==> src/rtl/alu_arbiter_if.sv <==
// alu_arbiter_if
// Bundles the signals that connect the ALU arbiter to its surroundings:
//   req0_* / req1_*  : operand/opcode handshakes from the two requesters
//   alu_*            : operands out to, and result/zero flag back from,
//                      the shared combinational ALU
//   rsp_*            : registered result handshake towards the consumer
//   busy             : the arbiter is executing or holding a response
// slave  : arbiter side
// master : environment side (requesters, ALU, consumer)
interface alu_arbiter_if;
    logic        req0_valid;
    logic        req1_valid;
    logic        req0_ready;
    logic        req1_ready;
    logic [31:0] req0_A;
    logic [31:0] req0_B;
    logic [31:0] req1_A;
    logic [31:0] req1_B;
    logic [3:0]  req0_Op;
    logic [3:0]  req1_Op;
    logic [31:0] alu_A;
    logic [31:0] alu_B;
    logic [3:0]  alu_Op;
    logic [31:0] alu_C;
    logic        alu_Zero;
    logic        rsp_valid;
    logic        rsp_ready;
    logic [31:0] rsp_C;
    logic        rsp_Zero;
    logic        rsp_id;
    logic        busy;

    modport slave (
        input  req0_valid, req1_valid, req0_A, req0_B, req1_A, req1_B,
        input  req0_Op, req1_Op, alu_C, alu_Zero, rsp_ready,
        output req0_ready, req1_ready, alu_A, alu_B, alu_Op,
        output rsp_valid, rsp_C, rsp_Zero, rsp_id, busy
    );

    modport master (
        output req0_valid, req1_valid, req0_A, req0_B, req1_A, req1_B,
        output req0_Op, req1_Op, alu_C, alu_Zero, rsp_ready,
        input  req0_ready, req1_ready, alu_A, alu_B, alu_Op,
        input  rsp_valid, rsp_C, rsp_Zero, rsp_id, busy
    );
endinterface

==> src/rtl/alu_arbiter.sv <==
// alu_arbiter
// Shares one combinational 32-bit ALU between two requesters. One request
// is granted at a time (round-robin or fixed priority), its operands are
// latched and held on the ALU for one cycle, and the result plus Zero flag
// are registered and returned together with the id of the winning requester.
//
// Ports:
//   clk   system clock, rising edge
//   rstn  asynchronous active-low reset
//   bus   alu_arbiter_if.slave (request handshakes, ALU drive/return,
//         response handshake, busy)
//
// PRIO_MODE: 0 = round-robin, 1 = req0 always wins.
//
// state | meaning
// IDLE  | arbitrate; at most one ready raised, accept latches operands
// EXEC  | latched operands on the ALU; result captured at the edge
// RESP  | rsp_valid high; held until rsp_ready
module alu_arbiter #(
    parameter int PRIO_MODE = 0
) (
    input  logic   clk,
    input  logic   rstn,
    alu_arbiter_if.slave bus
);

    localparam logic [3:0] ALU_NOP = 4'd0;

    typedef enum logic [1:0] {
        IDLE = 2'd0,
        EXEC = 2'd1,
        RESP = 2'd2
    } state_t;

    state_t      state_q;
    state_t      state_d;
    logic        last_grant_q;
    logic        gnt0;
    logic        gnt1;
    logic [31:0] op_a_q;
    logic [31:0] op_b_q;
    logic [3:0]  op_op_q;
    logic [31:0] rsp_c_q;
    logic        rsp_zero_q;
    logic        rsp_id_q;

    // Grants are only ever raised in IDLE. rstn gates them so no ready can
    // leak out while reset is held, even though the state already reads IDLE.
    always_comb begin
        gnt0 = 1'b0;
        gnt1 = 1'b0;
        if (state_q == IDLE && rstn) begin
            if (PRIO_MODE != 0) begin
                gnt0 = bus.req0_valid;
                gnt1 = bus.req1_valid & ~bus.req0_valid;
            end else if (bus.req0_valid && bus.req1_valid) begin
                // Contest: the requester that did not win last time wins.
                gnt0 = last_grant_q;
                gnt1 = ~last_grant_q;
            end else begin
                gnt0 = bus.req0_valid;
                gnt1 = bus.req1_valid;
            end
        end
    end

    always_comb begin
        state_d = state_q;
        case (state_q)
            IDLE:    if (gnt0 || gnt1) state_d = EXEC;
            EXEC:    state_d = RESP;
            RESP:    if (bus.rsp_ready) state_d = IDLE;
            default: state_d = IDLE;
        endcase
    end

    always_ff @(posedge clk or negedge rstn) begin
        if (!rstn) begin
            state_q      <= IDLE;
            last_grant_q <= 1'b1;
            op_a_q       <= '0;
            op_b_q       <= '0;
            op_op_q      <= ALU_NOP;
            rsp_c_q      <= '0;
            rsp_zero_q   <= 1'b0;
            rsp_id_q     <= 1'b0;
        end else begin
            state_q <= state_d;
            if (gnt0 || gnt1) begin
                op_a_q       <= gnt1 ? bus.req1_A  : bus.req0_A;
                op_b_q       <= gnt1 ? bus.req1_B  : bus.req0_B;
                op_op_q      <= gnt1 ? bus.req1_Op : bus.req0_Op;
                rsp_id_q     <= gnt1;
                last_grant_q <= gnt1;
            end
            if (state_q == EXEC) begin
                rsp_c_q    <= bus.alu_C;
                rsp_zero_q <= bus.alu_Zero;
            end
        end
    end

    // The ALU is fed straight from the operand latch, so its inputs keep
    // their last values until the next accept.
    assign bus.alu_A      = op_a_q;
    assign bus.alu_B      = op_b_q;
    assign bus.alu_Op     = op_op_q;
    assign bus.req0_ready = gnt0;
    assign bus.req1_ready = gnt1;
    assign bus.rsp_valid  = (state_q == RESP);
    assign bus.rsp_C      = rsp_c_q;
    assign bus.rsp_Zero   = rsp_zero_q;
    assign bus.rsp_id     = rsp_id_q;
    assign bus.busy       = (state_q != IDLE);

endmodule

==> src/flat_wrapper.sv <==
// flat-port wrapper written by rule: the top's interface ports become plain ports
module alu_arbiter_flat 
#(
    parameter int PRIO_MODE = 0
)
  (clk, rstn, bus_req0_valid, bus_req1_valid, bus_req0_A, bus_req0_B, bus_req1_A, bus_req1_B, bus_req0_Op, bus_req1_Op, bus_alu_C, bus_alu_Zero, bus_rsp_ready, bus_req0_ready, bus_req1_ready, bus_alu_A, bus_alu_B, bus_alu_Op, bus_rsp_valid, bus_rsp_C, bus_rsp_Zero, bus_rsp_id, bus_busy);
  alu_arbiter_if bus_i ();
  input  logic clk;
  input  logic rstn;
  input wire logic [$bits(bus_i.req0_valid)-1:0] bus_req0_valid;
  input wire logic [$bits(bus_i.req1_valid)-1:0] bus_req1_valid;
  input wire logic [$bits(bus_i.req0_A)-1:0] bus_req0_A;
  input wire logic [$bits(bus_i.req0_B)-1:0] bus_req0_B;
  input wire logic [$bits(bus_i.req1_A)-1:0] bus_req1_A;
  input wire logic [$bits(bus_i.req1_B)-1:0] bus_req1_B;
  input wire logic [$bits(bus_i.req0_Op)-1:0] bus_req0_Op;
  input wire logic [$bits(bus_i.req1_Op)-1:0] bus_req1_Op;
  input wire logic [$bits(bus_i.alu_C)-1:0] bus_alu_C;
  input wire logic [$bits(bus_i.alu_Zero)-1:0] bus_alu_Zero;
  input wire logic [$bits(bus_i.rsp_ready)-1:0] bus_rsp_ready;
  output wire logic [$bits(bus_i.req0_ready)-1:0] bus_req0_ready;
  output wire logic [$bits(bus_i.req1_ready)-1:0] bus_req1_ready;
  output wire logic [$bits(bus_i.alu_A)-1:0] bus_alu_A;
  output wire logic [$bits(bus_i.alu_B)-1:0] bus_alu_B;
  output wire logic [$bits(bus_i.alu_Op)-1:0] bus_alu_Op;
  output wire logic [$bits(bus_i.rsp_valid)-1:0] bus_rsp_valid;
  output wire logic [$bits(bus_i.rsp_C)-1:0] bus_rsp_C;
  output wire logic [$bits(bus_i.rsp_Zero)-1:0] bus_rsp_Zero;
  output wire logic [$bits(bus_i.rsp_id)-1:0] bus_rsp_id;
  output wire logic [$bits(bus_i.busy)-1:0] bus_busy;
  assign bus_i.req0_valid = bus_req0_valid;
  assign bus_i.req1_valid = bus_req1_valid;
  assign bus_i.req0_A = bus_req0_A;
  assign bus_i.req0_B = bus_req0_B;
  assign bus_i.req1_A = bus_req1_A;
  assign bus_i.req1_B = bus_req1_B;
  assign bus_i.req0_Op = bus_req0_Op;
  assign bus_i.req1_Op = bus_req1_Op;
  assign bus_i.alu_C = bus_alu_C;
  assign bus_i.alu_Zero = bus_alu_Zero;
  assign bus_i.rsp_ready = bus_rsp_ready;
  assign bus_req0_ready = bus_i.req0_ready;
  assign bus_req1_ready = bus_i.req1_ready;
  assign bus_alu_A = bus_i.alu_A;
  assign bus_alu_B = bus_i.alu_B;
  assign bus_alu_Op = bus_i.alu_Op;
  assign bus_rsp_valid = bus_i.rsp_valid;
  assign bus_rsp_C = bus_i.rsp_C;
  assign bus_rsp_Zero = bus_i.rsp_Zero;
  assign bus_rsp_id = bus_i.rsp_id;
  assign bus_busy = bus_i.busy;
  alu_arbiter #(.PRIO_MODE(PRIO_MODE)) u_core (.clk(clk), .rstn(rstn), .bus(bus_i));
endmodule
==> config.mk <==
export PLATFORM = sky130hd
export DESIGN_NAME = alu_arbiter_flat
export DESIGN_NICKNAME = d
export VERILOG_FILES = /design/src/rtl/alu_arbiter_if.sv /design/src/rtl/alu_arbiter.sv /design/src/flat_wrapper.sv
export SDC_FILE = /design/constraint.sdc
export NUM_CORES = 1
export LEC_CHECK = 0
export CORE_UTILIZATION = 42
export DETAILED_ROUTE_END_ITERATION = 6
export PLACE_DENSITY = 0.85
export SLEW_MARGIN = 10
export SYNTH_ARGS = -nofsm -noshare
export SYNTH_HDL_FRONTEND = slang
export SYNTH_SLANG_ARGS = --single-unit
==> constraint.sdc <==
create_clock -name clk -period 2.7 [get_ports clk]
set_input_delay 0.54 -clock clk [delete_from_list [all_inputs] [get_ports clk]]
set_output_delay 0.54 -clock clk [all_outputs]
set_load 0.05 [all_outputs]
==> flow_summary_export.csv <==
group,metric,value,unit
global_routing,met2_usage,45.1,%
drt,drt_iter0_markers,330,
cells_and_area,drive_gt1_share,10.1,%
critical_path,path_class,"reg -> out",
place,dp_cells,862,
drt,totalWireLength,17200,µm
yosys,yosys_warnings,0,
yosys,synthesis.nets,664,
place,port_buffers,279,
critical_path,crit-reg2reg-launch,"u_core.state_q[1]",
timing,hold_viol,0,
yosys,synth_top_cells_by_area,"dfrtp_1 (51%), nand4b_1 (12%), a31oi_1 (8.3%), mux2_2 (7.2%), a21oi_1 (6.6%)",
pwr,p_leak,3.09,nW
place,gp_congestion,0.794,
timing,slew_headroom,38.9,%
global_routing,grt.busiest_layer,"met2",
pwr,pwr_density_cell,1200,mW/mm²
timing,final.setup.tns,0,ns
global_routing,use_met1,32.4,%
cells_and_area,diodes,0,
yosys,synth_area,0.00513,mm²
global_routing,first_global_vias,5027,
yosys,synth_edf_count,0,
timing,fin_worst_skew,0.0106,ns
floorplan,initial_core_util,44.0,%
timing,drv_slew,0,
timing,setup_viol,0,
drt,drt_pass1_iterations,4,
clock_tree,cts_resized,0,
global_routing,grt_pass1_wl,26600,µm
drt,via_per_inst,5.83,
yosys,ys_ff_latch,105,
timing,fmax,0.421,GHz
clock_tree,path_clk_slew,0.07,ns
critical_path,crit_path_max_incr_delay,0.84,ns
place,dp_worst_setup_slack,0.515,ns
clock_tree,cts_tree,"built",
cells_and_area,syn2layout_area_growth,61.8,%
global_routing,gr-usage-met3,6.53,%
cells_and_area,area.sequential,0.00263,mm²
floorplan,dieArea,0.0127,mm²
run,drv_cap,0,
global_routing,antenna_found_initial,0,
clock_tree,clock_sinks,105,
pwr,peakVddDrop,560,µV
yosys,yosys.area.top_type,"dfrtp_1",
critical_path,cp.arrival,1.83,ns
floorplan,io_pins,280,
yosys,synth_ff_type,"dfrtp_1",
timing,worst_pin_slew,0.917,ns
clock_tree,cts_inserted_buffers,9,
critical_path,cpMaxStageDelayCell,"clkdlybuf4s50_1",
floorplan,die-width,113,µm
yosys,async_reset_ff_share,100,%
critical_path,r2r_slack,0.95,ns
cells_and_area,multiInputGateArea,0.00219,mm²
clock_tree,h-tree-depth,3,
status,status,"finished, final reports clean",
yosys,synth.avg_cell_area,10.5,µm²
cells_and_area,stdcell_count,878,
clock_tree,clockRootBuffer,"clkbuf_16",
drt,wl_per_cell,19.6,µm
cells_and_area,utilization,71.2,%
timing,fin_crit_sh,87.9,%
global_routing,gr-usage-all-layers,27.0,%
yosys,synth_top_cell_area_share,50.7,%
floorplan,rows,39,
critical_path,crit_chain,"nand2b_1 -> inv_1 -> clkdlybuf4s50_1",
floorplan,chipHeight,113,µm
critical_path,critPathLaunchType,"flip-flop",
pwr,power,0.00995,W
worst_hold_path,hp-class,"in -> async",
critical_path,cp_data_required_time,2.16,ns
clock_tree,cts_setup_buffers,0,
critical_path,r2r_end,"u_core.bus.alu_A[7]",
clock_tree,clk_latency,0.34,ns
yosys,seq_area_frac_synth,51.3,%
place,dp_hpwl,11800,µm
drt,drc,0,
timing,rsz0062_at_grt,"false",
drt,postRouteAntennaNets,0,
drt,dr_total_vias,5116,
clock_tree,hold_buffers,0,
global_routing,grt_max_degree,137,
yosys,ys_types,24,
clock_tree,cts_buffer_depth,2,
yosys,synth.most_common_cell,"dfrtp_1",
critical_path,reg2reg_depth,6,
yosys,netlist_top_cells_count,"dfrtp_1 (104), a21oi_1 (68), a31oi_1 (68), nand4b_1 (68), o21ai_0 (68)",
critical_path,critPathMaxFanout,5,
global_routing,globalRoute.totalOverflow,0,
yosys,syn_inst,490,
cells_and_area,nFillCells,857,
timing,min_period,2.37,ns
cells_and_area,fin_nets,904,
timing,setup_slack,0.327,ns
critical_path,crit_path_end_kind,"primary output",
floorplan,core-area,0.0117,mm²
==> cells by family (layout without fill, tap and decap cells) <==
group / Yosys count / after routing / share of synthesized area (%)
simple gates: 79 / 79 / 13.4
buf+inv: 66 / 311 / 6.10
flops: 105 / 105 / 51.3
compound gates: 207 / 207 / 22.0
mux: 33 / 33 / 7.25
==> power breakdown <==
part / leakage [nW] / internal [W] / total, W / switching [W]
clock network: 0.149 / 0.000817 / 0.00140 / 0.000579
logic: 1.76 / 0.00207 / 0.00587 / 0.00380
registers: 1.18 / 0.00229 / 0.00269 / 0.000395
==> state kept, by name (all words and copies together), names as in the netlist <==
signal	flops
u_core.state_q	2
u_core.last_grant_q	1
u_core.bus.rsp_id	1
u_core.bus.alu_A	32
u_core.bus.alu_Op	4
u_core.bus.rsp_C	32
u_core.bus.rsp_Zero	1
u_core.bus.alu_B	32
==> layer usage <==
metal | wire [µm] | share of wire (%)
met1 | 6710 | 39
met2 | 8410 | 49
met3 | 1300 | 7.6
met4 | 754 | 4.4
met5 | 0 | 0
==> worst max-delay path by stage <==
stage | slack (ns) | to | start
6_report | 0.33 | bus_rsp_valid | u_core.state_q[0]
5_1_grt | 0.27 | bus_rsp_valid | u_core.state_q[0]
4_1_cts | 0.30 | bus_rsp_valid | u_core.state_q[0]
3_5_place_dp | 0.52 | bus_req1_ready | bus_req0_valid
3_3_place_gp | 0.54 | bus_req1_ready | bus_req0_valid
2_1_floorplan | 0.42 | bus_req1_ready | bus_req1_valid
==> placed cells by master (no fill, tap or decap), drive strengths merged <==
cell / synthesis / layout
a21o: 2 / 2
clkinv: 0 / 2
mux2: 33 / 33
clkdlybuf4s50: 0 / 275
o21ai: 69 / 69
bufinv: 0 / 2
buf: 30 / 18
dfstp: 1 / 1
nand4b: 68 / 68
a21oi: 68 / 68
a31oi: 68 / 68
clkinvlp: 0 / 2
dfrtp: 104 / 104
nand4bb: 1 / 1
or2: 2 / 2
nor2: 1 / 1
and3: 1 / 1
inv: 2 / 2
nor3b: 1 / 1
nand2: 1 / 1
and2: 1 / 1
clkbuf: 34 / 10
nand2b: 3 / 3
==> area by class of cell <==
class / count / area share, %
tap: 143 / 2.16
clock inverter: 6 / 1.12
clock buffer: 10 / 2.76
multi-input combinational: 319 / 26.4
sequential: 105 / 31.7
timing repair buffer: 293 / 35.8
inverter: 2 / 0.0905
==> worst max-delay path: cells and delay by family (launching register included) <==
family	cells	cell delay, ns
flops	1	0.43
buf+inv	2	0.90
simple gates	1	0.18
==> metrics by stage <==
stage               cell area (µm²)  hold WS (ns)
floorplan                      5130         0.244
detailed placement             7980         0.494
global route                   8300         0.300
finish                         8300         0.279
global placement               7980         0.467
CTS                            8300         0.286
Note: power is estimated with default switching activity, not from simulation.
